[src/rtl/bit_cnt_feeder.sv]
// rtl/bit_cnt_feeder.sv - byte FIFO that feeds an external bit counter and accumulates its results
module bit_cnt_feeder #(
  parameter int FIFO_DEPTH = 4,
  parameter int TIMEOUT    = 16
) (
  input  logic        iclk,
  input  logic        irst,
  input  logic        i_valid,
  input  logic [7:0]  i_data,
  output logic        o_full,
  output logic        o_load,
  output logic [7:0]  o_data,
  input  logic        i_ready,
  input  logic [3:0]  i_bit_cnt,
  output logic        o_res_valid,
  output logic [3:0]  o_res_cnt,
  output logic [11:0] o_total,
  output logic        o_err
);

  localparam int AW = (FIFO_DEPTH > 1) ? $clog2(FIFO_DEPTH) : 1;
  localparam int CW = AW + 1;

  typedef enum logic [1:0] {
    S_IDLE,
    S_LOAD,
    S_WAIT_BUSY,
    S_WAIT_DONE
  } state_t;

  state_t          r_state;
  state_t          w_next;

  logic [7:0]      r_mem [FIFO_DEPTH];
  logic [AW-1:0]   r_wr_ptr;
  logic [AW-1:0]   r_rd_ptr;
  logic [CW-1:0]   r_count;
  logic [CW-1:0]   w_count_next;
  logic            r_full;

  logic [7:0]      r_data;
  logic [3:0]      r_res_cnt;
  logic            r_res_valid;
  logic [11:0]     r_total;
  logic            r_err;
  logic [7:0]      r_tmo;
  logic            r_busy_seen;

  logic            w_pop;
  logic            w_push;
  logic            w_capture;
  logic            w_timeout;

  // A full FIFO still accepts a byte when the head leaves on the same edge.
  assign w_push = i_valid && (!r_full || w_pop);

  always_comb begin
    w_next    = r_state;
    w_pop     = 1'b0;
    w_capture = 1'b0;
    w_timeout = 1'b0;
    case (r_state)
      S_IDLE: begin
        if ((r_count != '0) && i_ready) begin
          w_pop  = 1'b1;
          w_next = S_LOAD;
        end
      end
      S_LOAD: begin
        w_next = S_WAIT_BUSY;
      end
      S_WAIT_BUSY: begin
        if (!i_ready) begin
          w_next = S_WAIT_DONE;
        end else if (r_busy_seen) begin
          w_timeout = 1'b1;
          w_next    = S_IDLE;
        end
      end
      S_WAIT_DONE: begin
        if (i_ready) begin
          w_capture = 1'b1;
          w_next    = S_IDLE;
        end else if (r_tmo == 8'(TIMEOUT - 1)) begin
          w_timeout = 1'b1;
          w_next    = S_IDLE;
        end
      end
      default: begin
        w_next = S_IDLE;
      end
    endcase
  end

  always_comb begin
    w_count_next = r_count;
    case ({w_push, w_pop})
      2'b10:   w_count_next = r_count + CW'(1);
      2'b01:   w_count_next = r_count - CW'(1);
      default: w_count_next = r_count;
    endcase
  end

  always_ff @(posedge iclk) begin
    if (w_push) begin
      r_mem[r_wr_ptr] <= i_data;
    end
  end

  always_ff @(posedge iclk) begin
    if (irst) begin
      r_wr_ptr <= '0;
      r_rd_ptr <= '0;
      r_count  <= '0;
      r_full   <= 1'b0;
    end else begin
      if (w_push) begin
        r_wr_ptr <= r_wr_ptr + AW'(1);
      end
      if (w_pop) begin
        r_rd_ptr <= r_rd_ptr + AW'(1);
      end
      r_count <= w_count_next;
      r_full  <= (w_count_next == CW'(FIFO_DEPTH));
    end
  end

  always_ff @(posedge iclk) begin
    if (irst) begin
      r_state     <= S_IDLE;
      r_data      <= 8'd0;
      r_res_cnt   <= 4'd0;
      r_res_valid <= 1'b0;
      r_total     <= 12'd0;
      r_err       <= 1'b0;
      r_tmo       <= 8'd0;
      r_busy_seen <= 1'b0;
    end else begin
      r_state     <= w_next;
      r_res_valid <= w_capture;
      if (w_pop) begin
        r_data <= r_mem[r_rd_ptr];
      end
      if (w_capture) begin
        r_res_cnt <= i_bit_cnt;
        r_total   <= r_total + {8'd0, i_bit_cnt};
      end
      if (w_timeout || (w_capture && (i_bit_cnt > 4'd8))) begin
        r_err <= 1'b1;
      end
      // Timeout counter restarts every time WAIT_DONE is entered.
      if ((w_next == S_WAIT_DONE) && (r_state != S_WAIT_DONE)) begin
        r_tmo <= 8'd0;
      end else if (r_state == S_WAIT_DONE) begin
        r_tmo <= r_tmo + 8'd1;
      end
      if (r_state == S_LOAD) begin
        r_busy_seen <= 1'b0;
      end else if ((r_state == S_WAIT_BUSY) && i_ready) begin
        r_busy_seen <= 1'b1;
      end
    end
  end

  assign o_full      = r_full;
  assign o_load      = (r_state == S_LOAD);
  assign o_data      = r_data;
  assign o_res_valid = r_res_valid;
  assign o_res_cnt   = r_res_cnt;
  assign o_total     = r_total;
  assign o_err       = r_err;

endmodule

[config.mk]
export PLATFORM = sky130hd
export DESIGN_NAME = bit_cnt_feeder
export DESIGN_NICKNAME = d
export VERILOG_FILES = /design/src/rtl/bit_cnt_feeder.sv
export SDC_FILE = /design/constraint.sdc
export NUM_CORES = 1
export LEC_CHECK = 0
export ABC_AREA = 0
export ABC_CLOCK_PERIOD_IN_PS = 2900
export BUFFER_PORTS_ARGS = -buffer_cell sky130_fd_sc_hd__buf_4
export CAP_MARGIN = 20
export CORE_ASPECT_RATIO = 0.75
export CORE_MARGIN = 4
export CORE_UTILIZATION = 45
export DETAILED_ROUTE_END_ITERATION = 6
export SYNTH_ARGS = -nofsm -noshare
export SYNTH_HDL_FRONTEND = slang
export SYNTH_SLANG_ARGS = --single-unit
[constraint.sdc]
create_clock -name iclk -period 2.9 [get_ports iclk]
set_input_delay 0.145 -clock iclk [delete_from_list [all_inputs] [get_ports iclk]]
set_output_delay 0.145 -clock iclk [all_outputs]
set_load 0.01 [all_outputs]
; ---- Yosys cells after proc, flatten, opt, wreduce, memory -nomap -nowiden
; Memory sizes are Yosys's and may differ from the RTL's. A register that Yosys moved wholly into a read port is not among the register bits.
; Cells that the tools add are included.
[word_totals]
regBits = 37
ramBits = 32
n_memories = 1
[classes]
add_sub_neg = 6
order_cmp = 1
n_eq_ne = 9
muxes = 18
reduce_logical = 12
[mem_list]
columns = name, words, word_bits, read_ports, rd_clocked_by_memory_dff, write_ports, line
row1 = r_mem, 4, 8, 1, 1, 1, 34  ; logic [7:0] r_mem [FIFO_DEPTH];
[ops]
columns = cell, count
row1 = $add A12 B4 Y12, 1
row2 = $mux W1, 10
row3 = $mux W2, 5
row4 = $add A8 B1 Y8 const B, 1
row5 = $eq A2 B2 Y1 const B, 4
row6 = $eq A8 B4 Y1 const B, 1
row7 = $pmux W2 S4, 1
row8 = $pmux W3 S2, 1
row9 = $logic_and A1 B1 Y1, 5
row10 = $add A2 B1 Y2 const B, 2
row11 = $eq A2 B1 Y1 const B, 2
row12 = $gt A4 B4 Y1 const B, 1
row13 = $reduce_or A2 Y1, 2
row14 = $add A3 B1 Y3 const B, 1
row15 = $eq A3 B3 Y1 const B, 1
row16 = $reduce_bool A3 Y1, 1
row17 = $sub A3 B1 Y3 const B, 1
row18 = $logic_not A2 Y1, 1
row19 = $logic_or A1 B1 Y1, 2
row20 = $ne A2 B2 Y1 const B, 1
row21 = $pmux W1 S2, 1
row22 = $logic_not A1 Y1, 1

; ---- Logic depth before layout (Yosys ltp)
; Gate-level depths: netlist of the first run.
[logic_depth]
word_depth = 9
ltp_mapped = 12

; ---- Worst setup path before layout of the first run
; Ideal clock, no wire load.
[synth_path]
path_kind = register -> register
startpoint = register r_count[0]
endpoint = register r_full (netlist: o_full)
setup_time_ns = 0.131
arrival_time_ns = 2.063
required_ns = 2.769
setup_slack_ns = 0.706
stages_incl_launch_ff = 11
n_path_buf = 1
cell_sequence = dfxtp_1 > or3_1 > nand3_1 > buf_2 > inv_2 > ha_1 > inv_1 > fa_1 > nor2b_1 > mux2i_1 > nor3_1
[synth_between]
elab_chain_cells = 9
elab_cells_between_ends = 12
cone_classes = add/sub: 2 / eq/ne: 3 / mux: 3 / reduce/logical: 4
[synth_rtl]
columns = item, line
row1 = start: declaration, 37  ; logic [CW-1:0] r_count;
row2 = start signal: assignment, 123  ; r_count <= w_count_next;
row3 = $reduce_bool A3 Y1 *, 64  ; if ((r_count != '0) && i_ready) begin
row4 = $logic_and A1 B1 Y1 *, 64
row5 = $mux W1 *, 64
row6 = $mux W1 *, 62  ; case (r_state)
row7 = via w_pop, 49  ; logic w_pop;
row8 = $logic_or A1 B1 Y1, 55  ; assign w_push = i_valid && (!r_full || w_pop);
row9 = $logic_and A1 B1 Y1, 55
row10 = $eq A2 B1 Y1 or $eq A2 B2 Y1 (tied branches), 97  ; case ({w_push, w_pop})
row11 = $pmux W3 S2 *, 97
row12 = $eq A3 B3 Y1 *, 124  ; r_full <= (w_count_next == CW'(FIFO_DEPTH));
row13 = end signal: assignment, 124
row14 = end: declaration, 39  ; logic r_full;
; The timed path passes the listed nets; every way through them passes the cells marked *.
; A chain may end at the register's enable or synchronous reset.

; ---- Final worst setup path of the first run
[layout_path]
startpoint = register r_state[0]
endpoint = register r_full (netlist: o_full)
[layout_between]
elab_chain_cells = 7
elab_cells_between_ends = 8
cone_classes = eq/ne: 3 / mux: 2 / reduce/logical: 3
[layout_rtl]
columns = item, line
row1 = start: declaration, 31  ; state_t r_state;
row2 = start signal: assignment, 139  ; r_state <= w_next;
row3 = $logic_not A2 Y1 *, 62
row4 = $mux W1 *, 62
row5 = via w_pop, 49
row6 = $logic_or A1 B1 Y1, 55
row7 = $logic_and A1 B1 Y1, 55
row8 = $eq A2 B1 Y1 or $eq A2 B2 Y1 (tied branches), 97
row9 = $pmux W3 S2 *, 97
row10 = $eq A3 B3 Y1 *, 124
; Marked as above.

==> run_results.csv, run 1 <==
group,metric,value,unit
run_status,outcome,"finished, final reports clean",
layout,drive_gt1_share,20.6,%
route,num_vias,2232,
hold_path,worstHoldStart,"i_data[5]",
sta,finalClockSkew,0.0101,ns
synthesis,syn-num-nets,319,
route,antenna_left,0,
global_route,grt_max_degree,43,
placement,post-dp-hpwl,4.45,mm
synthesis,yosysTopAreaCell,"edfxtp_1",
setup_path,worst_setup_path_start_kind,"flip-flop",
placement,dp_cells,421,
synthesis,synth_top_family_by_area,"simple AND/OR/NAND/NOR gates",
synthesis,synth_edf_count,32,
cts,root_buffer,"clkbuf_8",
setup_path,critPathMaxFanout,10,
flow_run,maxCapViolations,0,
setup_path,arrival,2.63,ns
setup_path,slowest_stage,"dfxtp_1",
sta,setup_viol,0,
synthesis,synthMuxAreaShare,6.75,%
sta,post-route-period-util,83.5,%
placement,gp_congestion,0.781,
sta,hold_viol_final,0,
sta,setup_ws,0.478,ns
synthesis,synth_top_area_share,29.1,%
placement,place_ws,0.473,ns
sta,fin_crit,2.42,ns
cts,clkTransAtPathRegs,0.08,ns
synthesis,synth_compound_area_share,8.84,%
synthesis,synthDistinctLibCells,46,
global_route,grt_overflow,0,
hold_path,worstHoldEndpoint,"r_mem[1][5]",
setup_path,critPathMaxStageDelay,0.41,ns
sta,hold_slack,0.0149,ns
floorplanning,die_h,82.2,um
cts,htreeDepth,3,
synthesis,synthXorXnorAreaFrac,3.98,%
cts,cts_buffer_depth,2,
power_and_ir_drop,powerDensity,674,nW/um^2
hold_path,hold_path_depth,1,
setup_path,r2r-start,"r_state[0]",
layout,final_cell_count_no_fill,443,
setup_path,r2r_setup_slack,0.48,ns
route,drc,0,
synthesis,synth_cells,291,
power_and_ir_drop,leakage,1.44,nW
sta,setup_tns,0,ns
synthesis,syn_avg_cell_area,11.3,sq um
setup_path,worstPathCellList,"nor2_1, nand3_1, buf_4, inv_2, ha_1, inv_1, fa_1, xor2_1, nor2_1, xnor2_1, nor3_1",
cts,clock_sinks,77,
setup_path,cp_common_cell,"nor2_1",
route,wire_per_inst,14.4,um
route,finalWirelength,6.38,mm
route,drt_iter0_drc,73,
setup_path,worst-path-buf-inv,3,
synthesis,ys_warn_count,0,
synthesis,syn-cell-area,3300,sq um
global_route,grt_first_pass_wirelength,10.6,mm
layout,nFillCells,633,
synthesis,synth_top_flop_cell,"dfxtp_1",
synthesis,synth.area.top_cells,"edfxtp_1 (29%), dfxtp_1 (27%), mux4_2 (5.5%), nand2_1 (4.3%), ha_1 (3.8%)",
sta,max_freq,413,MHz
synthesis,synthAdderAreaFrac,5.01,%
route,vias_per_cell,5.04,
setup_path,crit_family,"adder cells",
floorplanning,row_count,26,
setup_path,crit_path_end_kind,"flip-flop",
floorplanning,start_util,47.4,%
layout,diodes,0,
floorplanning,io_pins,44,
floorplanning,core_area,6960,sq um
sta,drv_slew,0,
global_route,grt_pass1_vias,2129,
setup_path,crit_type,"reg -> reg",
synthesis,yosysSeqAreaShare,56.4,%
setup_path,r2r_end,"o_full",
placement,io_buffers,43,
global_route,track_usage,15.6,%
cts,post_cts_buffers,0,
floorplanning,die_area,8780,sq um
layout,areaGrowthSynthToFinish,18.5,%
cts,cts_made_buffers,9,
sta,rsz0062_at_grt,"no",
global_route,antenna_found_initial,0,
setup_path,ff2ff_path_depth,11,
power_and_ir_drop,ir_drop,0.000290,V
floorplanning,die_x,107,um
hold_path,hold_path_class,"in -> reg",
cts,cts_tree,"yes",
power_and_ir_drop,power.total,2.63,mW
synthesis,synth_simple_gate_area_share,15.5,%
route,dr.pass1.iters,4,
sta,tightestPinTransition,0.650,ns
cts,worstSkewPairLatency,0.34,ns
sta,relSlewSlack,56.6,%
synthesis,async_reset_ff_share,0,%
synthesis,ys_ff_latch,77,
layout,fin_nets,368,
setup_path,worst_ep_required_time,3.11,ns
==> state kept, by name, summed over array words and instances (netlist names) <==
signal and cells:
o_res_valid 1, r_state 2, o_total 12, r_rd_ptr 2, r_count 3, r_tmo 8
r_wr_ptr 2, r_mem 32, o_err 1, r_busy_seen 1, o_full 1, o_res_cnt 4
o_data 8
==> worst max path at each step <==
stage,end,depth (start not counted),from,slack [ns]
5_1_grt,r_count[2],11,r_state[0],0.25
6_report,o_full,11,r_state[0],0.48
2_1_floorplan,o_full,10,r_count[0],0.71
3_3_place_gp,o_full,10,r_count[0],0.55
4_1_cts,o_full,11,r_state[0],0.46
3_5_place_dp,o_full,11,r_state[0],0.47
==> cell type report <==
cell class / instances / area (sq um) / share of cell area [%]
Timing Repair Buffer: 50 / 390 / 9.99
Tap cell: 98 / 123 / 3.14
Inverter: 13 / 48.8 / 1.25
Clock buffer: 13 / 149 / 3.81
Sequential cell: 77 / 1860 / 47.6
Multi-Input combinational cell: 189 / 1320 / 33.8
Clock inverter: 3 / 13.8 / 0.352
==> worst register-to-register path, delay by kind of cell (launching register included) <==
family / cells / cell delay [ns]
fa+ha+maj: 2 / 0.59
simple gates: 4 / 0.53
buf+inv: 3 / 0.45
flops: 1 / 0.41
xor+xnor: 2 / 0.32
==> synth_stat cells, types with 6 or more instances <==
| cell | n |
|---|---|
| nand2_1 | 38 |
| ha_1 | 10 |
| dfxtp_1 | 45 |
| nor2b_1 | 6 |
| xnor2_1 | 8 |
| nand3_1 | 8 |
| xor2_1 | 7 |
| edfxtp_1 | 32 |
| mux4_2 | 8 |
| a21oi_1 | 24 |
| inv_1 | 12 |
| nor2_1 | 25 |
==> logic make-up (layout without fill, tap and decap cells) <==
logic type               after synthesis  count (layout)
buffers and inverters                 25              79
XOR/XNOR                              15              15
flip-flops                            77              77
multiplexers                          12              12
adder cells (fa/ha/maj)               12              12
AND/OR/NAND/NOR                      106             106
AO/OA/AOI/OAI                         44              44
==> cell usage in the layout (no fill, tap or decap), types with 7 or more instances in the layout <==
cell	count
a21oi_1	24
buf_4	44
clkbuf_8	10
dfxtp_1	45
edfxtp_1	32
ha_1	10
inv_1	12
mux4_2	8
nand2_1	38
nand3_1	8
nor2_1	25
xnor2_1	8
xor2_1	7
==> stage by stage <==
| stage | utilization [%] | area (sq um) |
|---|---|---|
| 6_report | 56.1 | 3910 |
| 5_1_grt | 56.1 | 3910 |
| 4_1_cts | 55.9 | 3890 |
| 3_5_place_dp | 52.9 | 3690 |
| 3_3_place_gp | 52.9 | 3690 |
| 2_1_floorplan | - | 3300 |
==> report_power, final <==
group / switching (mW) / total [mW] / internal, mW
combinational: 0.288 / 0.577 / 0.289
sequential: 0.121 / 1.37 / 1.25
clock: 0.357 / 0.687 / 0.330
==> what timing repair did <==
action                                 CTS  global route
endpoints found under the hold margin   13             4
gates resized for setup                  0             0
hold buffers                             4             2
==> layer usage <==
metal | routed length [um] | up-vias | global-route usage [%] | share of wire [%]
li1 | - | 1134 | - | -
met1 | 3310 | 1053 | 22.3 | 52
met2 | 2760 | 38 | 23.2 | 43
met3 | 219 | 7 | 4.04 | 3.4
met4 | 83 | 0 | 5.36 | 1.3
met5 | 0 | - | 0 | 0
No activity file was read; power rests on OpenSTA's default activity.
==> inputs of run 2 (changes only) <==
ABC_CLOCK_PERIOD_IN_PS = 2000   (was 2900)
PLACE_DENSITY = 0.67   (was not set)
clock period = 2 ns   (was 2.9 ns; I/O delays follow)
==> run 2 against run 1 <==
The flow now finishes with violations (setup timing). Sequential power is 39% higher. Routed wire length increased by 5.4%. Fmax grew 17%. Clock skew down 0.0029 ns. Sequential share of layout area decreased by 3.9 points. Global-route usage rose by 0.77 points. Final cell count rose by 4.3%. Critical path depth is 1 lower.
==> run_results.csv, run 2 (synthesis results as in run 1) <==
group,metric,value,unit
global_route,antenna_found_initial,0,
cts,worstSkewPairLatency,0.35,ns
placement,dp_cells,435,
power_and_ir_drop,ir_drop,0.000501,V
sta,setup_ws,-0.0725,ns
setup_path,arrival,2.34,ns
floorplanning,die_h,82.2,um
route,drc,0,
layout,multi_input_area,1420,sq um
power_and_ir_drop,leakage,1.61,nW
setup_path,crit_path_end_kind,"flip-flop",
layout,top_register,"r_mem",
global_route,grt_overflow,0,
layout,layout_commonest_cell,"buf_4",
floorplanning,start_util,47.4,%
route,finalWirelength,6.72,mm
run_status,violations,"setup timing",
setup_path,r2r_setup_slack,-0.07,ns
layout,nFillCells,576,
setup_path,worst_ep_required_time,2.27,ns
route,antenna_left,0,
layout,final-seq-area,1860,sq um
run_status,outcome,"finished, violations left",
hold_path,hold_path_class,"in -> reg",
route,drt_iter0_drc,115,
floorplanning,die_x,107,um
route,wire_per_inst,14.5,um
setup_path,critPathLaunch,"r_count[2]",
setup_path,crit_end,"o_full",
sta,setup_tns,-0.142,ns
layout,areaGrowthSynthToFinish,29.4,%
layout,diodes,0,
global_route,track_usage,16.4,%
global_route,grt_pass1_vias,2286,
power_and_ir_drop,powerDensity,1100,nW/um^2
cts,clkTransAtPathRegs,0.08,ns
setup_path,worst_setup_path_start_kind,"flip-flop",
layout,mostFrequentLayoutCells,"buf_4 (59), dfxtp_1 (43), nand2_1 (38)",
sta,fin_crit,2.07,ns
cts,cts_tree,"yes",
layout,final_cell_count_no_fill,462,
placement,gp_congestion,0.786,
sta,setup_viol,3,
layout,largest_reg_flops,32,
sta,finalClockSkew,0.00718,ns
sta,max_freq,483,MHz
sta,post-route-period-util,104,%
setup_path,ff2ff_path_depth,10,
sta,rsz0062_at_grt,"yes",
global_route,grt_first_pass_wirelength,11.1,mm
sta,hold_slack,0.0154,ns
layout,drive_gt1_share,29.1,%
power_and_ir_drop,power.total,4.70,mW
setup_path,r2r_end,"o_full",
sta,tightestPinTransition,0.540,ns
route,dr.pass1.iters,4,
floorplanning,core_area,6960,sq um
cts,cts_made_buffers,9,
cts,root_buffer,"clkbuf_8",
flow_run,maxCapViolations,0,
sta,hold_viol_final,0,
cts,htreeDepth,3,
floorplanning,row_count,26,
floorplanning,die_area,8780,sq um
placement,post-dp-hpwl,4.54,mm
layout,fin_util,61.3,%
floorplanning,io_pins,44,
sta,drv_slew,0,
cts,cts_buffer_depth,2,
route,vias_per_cell,5.13,
setup_path,r2r-start,"r_count[2]",
global_route,grt_max_degree,43,
setup_path,critPathMaxFanout,3,
cts,clock_sinks,77,
sta,relSlewSlack,63.7,%
setup_path,crit_type,"reg -> reg",
route,num_vias,2371,
placement,io_buffers,43,
layout,fin_nets,387,
[run 2: worst min-delay path by stage]
| stage | slack, ns | endpoint | start | cells after the start |
|---|---|---|---|---|
| floorplan | 0.20 | r_mem[0][0] | i_data[0] | 0 |
| global placement | 0.30 | r_mem[0][7] | i_data[7] | 1 |
| detailed placement | 0.30 | r_mem[0][5] | i_data[5] | 1 |
| CTS | 0.004 | o_res_cnt[0] | i_bit_cnt[0] | 3 |
| global route | 0.01 | o_res_cnt[0] | i_bit_cnt[0] | 3 |
| finish | 0.02 | o_res_cnt[0] | i_bit_cnt[0] | 3 |
[run 2: stage by stage]
stage               setup WS (ns)  cell area, sq um
floorplan                 0.00113              3380
global placement          0.00499              3860
detailed placement        -0.0554              3860
CTS                       -0.0588              4220
global route               -0.199              4270
finish                    -0.0725              4270
[run 2: where the power goes]
group	switching [mW]	internal, mW
Combinational	0.611	0.664
Clock	0.565	0.957
Sequential	0.0906	1.81
[run 2: cell type report]
type,count,area share [%]
repair buffers,69,12.8
flip-flops and latches,77,43.7
multi-input cells,189,33.2
clock inverters,6,3.20
clock buffers,10,2.99
well taps,98,2.87
inverters,13,1.26
[run 2: timing repair]
| item | in CTS | in global routing |
|---|---|---|
| pin swaps | 2 | 1 |
| resized for setup | 2 | 6 |
| hold endpoints to repair | 32 | 0 |
| buffers inserted | 1 | 2 |
| hold buffers | 8 | 0 |
| gates cloned | 0 | 0 |
| endpoints found under the setup margin | 3 | 4 |
[run 2: worst max-delay path, cell delays in order, from the launching register on]
cell      delay (ns)
dfxtp_2         0.32
or3_4           0.40
nand3_4         0.09
a21boi_4        0.06
inv_2           0.06
ha_4            0.13
inv_2           0.04
fa_2            0.52
nor2b_4         0.15
mux2i_1         0.08
nor3_1          0.14
[run 2: per-layer routing]
layer,share of wire [%],global-route usage [%],vias to the layer above
met2,45,25.5,51
met4,1.4,6.00,0
li1,-,-,1169
met1,48,22.1,1137
met3,4.7,4.74,14
met5,0,0,-
==> inputs of run 3 (changes only) <==
CTS_BUF_LIST = sky130_fd_sc_hd__clkbuf_16   (was not set)
==> run 3 against run 2 <==
Largest power group is now clock. Register-to-register slack got worse by 0.02 ns. Critical path type unchanged. Critical path depth unchanged. Sequential cell count unchanged. Combinational power about the same. Clock power up 28%. Final area grew 2.8%. Hold slack better by 0.026 ns. Sequential power is essentially flat. Count of clock-buffer cells in the layout down 1. Worst setup slack got worse by 0.020 ns. The flow still finishes with violations (setup timing). Core utilization increased by 1.7 points.
==> run_results.csv, run 3 (synthesis results as in run 1) <==
group,metric,value,unit
cts,cts_tree,"yes",
cts,clock_sinks,77,
power_and_ir_drop,p_clk_share,37.9,%
run_status,violations,"setup timing",
setup_path,critPathMaxFanout,3,
global_route,grt_overflow,0,
sta,max_freq,478,MHz
sta,relSlewSlack,61.4,%
flow_run,maxCapViolations,0,
layout,layout_commonest_cell,"buf_4",
route,drc,0,
power_and_ir_drop,intPower,3.83,mW
setup_path,r2r-start,"r_count[2]",
global_route,grt_first_pass_wirelength,11.4,mm
hold_path,hold_path_class,"in -> reg",
power_and_ir_drop,comb_power_share,25.1,%
layout,diodes,0,
route,antenna_left,0,
setup_path,worst_ep_required_time,2.25,ns
placement,post-dp-hpwl,4.54,mm
layout,nFillCells,562,
cts,worstSkewPairLatency,0.33,ns
route,dr.pass1.iters,4,
placement,io_buffers,43,
setup_path,critPathLaunch,"r_count[2]",
sta,tightestPinTransition,0.576,ns
layout,drive_gt1_share,29.3,%
run_status,outcome,"finished, violations left",
sta,setup_tns,-0.215,ns
setup_path,ff2ff_path_depth,10,
sta,rsz0062_at_grt,"yes",
layout,areaGrowthSynthToFinish,33.0,%
route,num_vias,2359,
floorplanning,die_area,8780,sq um
layout,fin_nets,388,
sta,setup_ws,-0.0928,ns
cts,cts_made_buffers,9,
sta,drv_slew,0,
setup_path,r2r_end,"o_full",
cts,htreeDepth,3,
global_route,grt_max_degree,43,
sta,finalClockSkew,0.00475,ns
setup_path,arrival,2.34,ns
cts,root_buffer,"clkbuf_16",
layout,largest_reg_flops,32,
setup_path,r2r_setup_slack,-0.09,ns
sta,post-route-period-util,105,%
cts,cts_buffer_depth,2,
layout,final-seq-area,1860,sq um
layout,mostFrequentLayoutCells,"buf_4 (60), dfxtp_1 (43), nand2_1 (38)",
setup_path,crit_path_end_kind,"flip-flop",
power_and_ir_drop,p_switching,1.33,mW
route,finalWirelength,6.88,mm
power_and_ir_drop,p_seq_share,37.0,%
floorplanning,start_util,47.4,%
global_route,antenna_found_initial,0,
power_and_ir_drop,p_sw_share,25.7,%
floorplanning,die_x,107,um
cts,clkTransAtPathRegs,0.06,ns
global_route,grt_pass1_vias,2266,
route,wire_per_inst,14.9,um
floorplanning,die_h,82.2,um
sta,setup_viol,3,
floorplanning,row_count,26,
sta,hold_viol_final,0,
setup_path,crit_end,"o_full",
route,drt_iter0_drc,100,
setup_path,worst_setup_path_start_kind,"flip-flop",
sta,fin_crit,2.09,ns
layout,fin_util,63.0,%
power_and_ir_drop,powerDensity,1170,nW/um^2
floorplanning,core_area,6960,sq um
layout,multi_input_area,1430,sq um
floorplanning,io_pins,44,
layout,top_register,"r_mem",
global_route,track_usage,17.0,%
power_and_ir_drop,leakage,1.66,nW
placement,gp_congestion,0.786,
power_and_ir_drop,ir_drop,0.000607,V
route,vias_per_cell,5.10,
setup_path,crit_type,"reg -> reg",
-- run 3: repair_timing --
item / CTS / global route
pin swaps: 2 / 1
endpoints found under the setup margin: 3 / 4
hold buffers: 8 / 0
gates resized for setup: 2 / 7
endpoints found under the hold margin: 32 / 0
setup buffers: 1 / 3
-- run 3: layer usage --
layer / vias up / track usage (%) / part of all wire [%]
met5: - / 0 / 0
met4: 0 / 6.00 / 1.1
met3: 8 / 4.43 / 4.7
met2: 50 / 27.7 / 47
met1: 1128 / 22.4 / 47
li1: 1173 / - / -
-- run 3: power groups by stage --
stage               logic [mW]  registers (mW)  clock network [mW]
detailed placement        1.17            1.94                   0
finish                    1.29            1.91                1.95
CTS                       1.23            1.91                1.99
global placement          1.15            1.93                   0
floorplan                0.801            1.94                   0
global route              1.42            1.93                2.07
-- run 3: cell type report --
class / count / area share (%)
clock buffer: 9 / 5.13
inverter: 13 / 1.23
sequential: 77 / 42.5
multi-input combinational: 189 / 32.6
tap: 98 / 2.79
timing repair buffer: 70 / 12.6
clock inverter: 7 / 3.19
-- run 3: worst min-delay path by stage --
| stage | from | end | slack, ns | cells past startpoint |
|---|---|---|---|---|
| floorplan | i_data[0] | r_mem[0][0] | 0.20 | 0 |
| global placement | i_data[7] | r_mem[0][7] | 0.30 | 1 |
| detailed placement | i_data[5] | r_mem[0][5] | 0.30 | 1 |
| CTS | i_bit_cnt[0] | o_res_cnt[0] | 0.03 | 3 |
| global route | i_bit_cnt[0] | o_res_cnt[0] | 0.04 | 3 |
| finish | i_bit_cnt[0] | o_res_cnt[0] | 0.04 | 3 |
-- run 3: stage by stage --
step	total power, mW	hold WS, ns	cell area (sq um)	cells	setup WS [ns]
3_3_place_gp	3.08	0.304	3860	435	0.00499
2_1_floorplan	2.74	0.199	3380	291	0.00113
6_report	5.15	0.0412	4390	463	-0.0928
3_5_place_dp	3.11	0.305	3860	435	-0.0554
4_1_cts	5.13	0.0341	4330	460	-0.0876
5_1_grt	5.41	0.0429	4390	463	-0.223
-- run 3: critical path, stage by stage, from the launching register on --
cell      delay [ns]
dfxtp_2         0.31
or3_4           0.40
nand3_4         0.09
a21boi_4        0.06
inv_2           0.06
ha_4            0.13
inv_2           0.04
fa_2            0.53
nor2b_4         0.16
mux2i_1         0.08
nor3_1          0.13
